==> src/rtl/sensor_conditioner.sv <==
// Conditions three loop-detector inputs into controller demand signals:
// synchronize, debounce, latch a call until green, and flag stuck-on detectors.
module sensor_conditioner #(
  parameter int unsigned DEBOUNCE = 4,
  parameter logic [15:0] MAXON    = 16'd1000
) (
  input  logic       Clock,
  input  logic       Reset,
  input  logic       Raw1,
  input  logic       Raw2,
  input  logic       Raw3,
  input  logic [1:0] L1,
  input  logic [1:0] L2,
  input  logic [1:0] L3,
  output logic       S1,
  output logic       S2,
  output logic       S3,
  output logic [2:0] Fault
);

  localparam logic [1:0]  GREEN     = 2'b01;
  localparam logic [3:0]  DB_LAST   = 4'(DEBOUNCE - 1);
  localparam logic [15:0] MAXON_M1  = MAXON - 16'd1;

  logic [2:0] raw_all;
  logic [5:0] l_all;
  logic [2:0] s_vec;
  logic [2:0] fault_vec;

  assign raw_all = {Raw3, Raw2, Raw1};
  assign l_all   = {L3, L2, L1};

  for (genvar i = 0; i < 3; i++) begin : g_ch
    logic        sync1;
    logic        raw_s;
    logic        det;
    logic [3:0]  cnt;
    logic        call;
    logic [15:0] ontime;
    logic        fault;
    logic        s_q;
    logic [1:0]  light;

    assign light = l_all[2*i +: 2];

    always_ff @(posedge Clock) begin
      if (Reset) begin
        sync1  <= 1'b0;
        raw_s  <= 1'b0;
        det    <= 1'b0;
        cnt    <= 4'd0;
        call   <= 1'b0;
        ontime <= 16'd0;
        fault  <= 1'b0;
        s_q    <= 1'b0;
      end else begin
        sync1 <= raw_all[i];
        raw_s <= sync1;

        // A level must disagree with det for DEBOUNCE consecutive edges to flip it.
        if (raw_s == det) begin
          cnt <= 4'd0;
        end else if (cnt == DB_LAST) begin
          det <= raw_s;
          cnt <= 4'd0;
        end else begin
          cnt <= cnt + 4'd1;
        end

        // Green serves the demand, so clearing wins over a fresh detection.
        if (light == GREEN) begin
          call <= 1'b0;
        end else if (det) begin
          call <= 1'b1;
        end

        if (!det) begin
          ontime <= 16'd0;
        end else if (ontime != MAXON) begin
          ontime <= ontime + 16'd1;
        end

        // Set on the edge ontime becomes MAXON; only Reset clears it.
        if (det && (ontime == MAXON_M1)) begin
          fault <= 1'b1;
        end

        s_q <= det | call | fault;
      end
    end

    assign s_vec[i]     = s_q;
    assign fault_vec[i] = fault;
  end

  assign S1    = s_vec[0];
  assign S2    = s_vec[1];
  assign S3    = s_vec[2];
  assign Fault = fault_vec;

endmodule

==> config.mk <==
export PLATFORM = sky130hd
export DESIGN_NAME = sensor_conditioner
export DESIGN_NICKNAME = d
export VERILOG_FILES = /design/src/rtl/sensor_conditioner.sv
export SDC_FILE = /design/constraint.sdc
export NUM_CORES = 1
export LEC_CHECK = 0
export ABC_AREA = 1
export BUFFER_PORTS_ARGS = -buffer_cell sky130_fd_sc_hd__buf_2
export CORE_MARGIN = 2
export CORE_UTILIZATION = 65
export DETAILED_ROUTE_END_ITERATION = 8
export GPL_TIMING_DRIVEN = 0
export PLACE_DENSITY = 0.92
export SLEW_MARGIN = 20
export SYNTH_ARGS = -nofsm -noshare
export SYNTH_HDL_FRONTEND = slang
export SYNTH_SLANG_ARGS = --single-unit
export TNS_END_PERCENT = 5
==> constraint.sdc <==
create_clock -name Clock -period 2.4 [get_ports Clock]
set_clock_uncertainty 0.1 [all_clocks]
set_input_delay 0.6 -clock Clock [delete_from_list [all_inputs] [get_ports Clock]]
set_output_delay 0.6 -clock Clock [all_outputs]
set_load 0.02 [all_outputs]
==> flow_summary.yaml <==
grt:
  grt_pass1_vias: 3200
  antenna_found_initial: 0
  grt_max_degree: 17
  grt_overflow: 0
  grt_pass1_wl_um: 13250
  grt_usage_pct: 25.96
clock_tree:
  cts_buffer_depth: 2
  cts_tree: "built"
  htree_levels: 3
  cts_buffers: 9
  clock_sinks: 78
  post_cts_buffers: 0
  clk_pin_slew_worst_paths_ps: 90
  holdBufCountCts: 0
  cts_root_buf: "clkbuf_8"
  ctsResizeCount: 0
  clk_latency_ps: 350
final_layout:
  areaGrowthSynthToFinish_pct: 9.320
  layout-drive-gt1-share_pct: 11.02
  fin_area_mm2: 0.004124
  layout.nets: 596
  diodes: 0
  fillers: 421
floorplanning:
  fp.dieH_um: 80.18
  core_area_mm2: 0.005540
  die_area_mm2: 0.006429
  die-width_um: 80.18
  io_pins: 17
  num_rows: 27
  initial_core_util_pct: 68.09
setup_path:
  required_ps: 1700
  cp.arrival_ps: 1020
  endpoint_kind: "output port"
  crit_cells: 2
  path_class: "reg -> out"
  path_buf_inv: 2
  ff2ff_path_depth: 6
  crit_path_max_fanout: 2
  reg2reg_slack_ps: 910
  cp_cell_sequence: "buf_4, buf_2"
  path_delay_family: "flip-flops"
  slowest_stage: "dfxtp_1"
  cp_slowest_stage_delay_ps: 400
  startpoint_type: "flip-flop"
power_and_ir_drop:
  cellPowerDensity_mw_per_mm2: 549.1
  leakagePower_uw: 0.001565
  peakVddDrop_uv: 357.8
routing:
  drtPass1Iterations: 5
  drtIter0Drc: 164
  drc_errors: 0
  viasPerCell: 5.245
  routedWlPerCell_um: 11.49
  routed_wl_um: 7503
  vias: 3425
  antenna_left: 0
placed_design:
  port_buffers: 15
  placed_cell_area_mm2: 0.003938
  place_congestion: 0.9026
  place_hpwl_um: 5505
sta:
  slew_headroom_pct: 63.44
  hold_viol_final: 0
  post-route-min-period_ps: 1721
  setup_viol: 0
  rsz0062_at_grt: "no"
  post-route-period-util_pct: 71.69
  max_freq_mhz: 581.2
  slew_violations: 0
  hold_slack_ps: 305.4
  worstMarginPinSlew_ps: 548.5
  setup_tns_ps: 0
flow_run:
  maxCapViolations: 0
yosys:
  yosys.area_share.simple_pct: 34.26
  synth_compound_area_share_pct: 8.756
  yosysSeqAreaShare_pct: 41.39
  syn_inst: 550
  synth_xor_area_share_pct: 2.554
  yosys.area_share.adder_pct: 2.985
  syn-num-nets: 570
  synth_area_leaders: "dfxtp_1 41%, nor2_1 11%, nand2_1 10%"
  yosysTopAreaCell: "dfxtp_1"
  muxShareOfSynthArea_pct: 0
  synth-seq-cells: 78
  syn_area_mm2: 0.003772
  synth_top_family_by_area: "simple AND/OR/NAND/NOR gates"
  synth_top_area_share_pct: 41.39
  synth.distinct_cells: 28
  avgSynthCellArea_um2: 6.859
  ys_warn_count: 0
worst_hold_path:
  hold_class: "reg -> reg"
  min_path_cells: 2
run_status:
  status: "completed"
flip-flops by register name, summed over array words and instances (netlist names):
name and flops:
S1 1, S2 1, S3 1, g_ch.call 3, g_ch.cnt 12, g_ch.det 3
g_ch.fault 3, g_ch.ontime 48, g_ch.raw_s 3, g_ch.sync1 3
area by class of cell:
class	instances	area (µm²)	share of cell area, %
multi-input cells	376	1832	44.42
flip-flops and latches	78	1562	37.86
inverters	88	330.3	8.010
clock buffers	9	123.9	3.004
well taps	72	90.09	2.184
repair buffers	15	75.07	1.820
clock inverters	7	62.56	1.517
plain buffers	8	48.80	1.183
cells by family after synthesis:
kind of cell | after synthesis
xor+xnor | 11
compound gates | 60
fa+ha+maj | 9
flops | 78
simple gates | 296
buf+inv | 96
path summary, 6_finish.rpt:
| check | start | to |
|---|---|---|
| min reg2reg | g_ch[2].sync1 | g_ch[2].raw_s |
| min | g_ch[2].sync1 | g_ch[2].raw_s |
| max reg2reg | g_ch[0].ontime[1] | g_ch[0].ontime[14] |
| max | g_ch[1].fault | Fault[1] |
cell usage after synthesis:
| cell | n |
|---|---|
| ha_1 | 9 |
| buf_2 | 3 |
| a221oi_1 | 3 |
| o21a_1 | 3 |
| nand3_2 | 2 |
| o21ai_1 | 5 |
| o21ai_0 | 15 |
| nand2_2 | 6 |
| inv_2 | 1 |
| nand4_1 | 11 |
| nor2_4 | 4 |
| a31oi_1 | 3 |
| dfxtp_1 | 78 |
| a21oi_1 | 28 |
| xnor2_1 | 3 |
| o21bai_1 | 3 |
| and2_1 | 1 |
| nor3_2 | 1 |
| nor2_2 | 6 |
| nor3_1 | 8 |
| xor2_1 | 8 |
| nor2_1 | 108 |
| nand2_1 | 105 |
| buf_1 | 1 |
| nand3_1 | 38 |
| inv_1 | 87 |
| or2_2 | 6 |
| buf_4 | 4 |
stage by stage:
stage               instances  power [µW]  setup WS [ps]  utilization [%]
floorplan                 550        1347          959.4                -
global placement          637        1359          783.1            71.07
detailed placement        637        1360          764.4            71.07
CTS                       653        2275          675.7            74.44
global route              653        2333          636.0            74.44
finish                    653        2264          679.4            74.44
tightest hold or removal path, delay by kind of cell, from the launching register on:
kind | cells | cell delay (ps)
simple gates | 1 | 30
flops | 1 | 310
buf+inv | 1 | 40
power breakdown:
| group | internal [µW] | switching, µW |
|---|---|---|
| Clock | 397 | 538 |
| Combinational | 11.1 | 16.5 |
| Sequential | 1300 | 3.00 |
| Total | 1710 | 557 |
layer usage:
metal	track usage, %	vias up	share of wire, %
met1	28.95	1539	43
met2	46.42	90	50
met5	0	-	0
met4	14.41	0	3.2
li1	-	1772	-
met3	4.494	24	3.9
layout by cell type (no fill, tap or decap), drive strengths merged, types with 11 or more instances in the layout:
master / Yosys / final
a21oi: 28 / 28
buf: 8 / 23
dfxtp: 78 / 78
inv: 88 / 92
nand2: 111 / 111
nand3: 40 / 40
nand4: 11 / 11
nor2: 118 / 118
o21ai: 20 / 20
(Power assumes the default switching activity.)
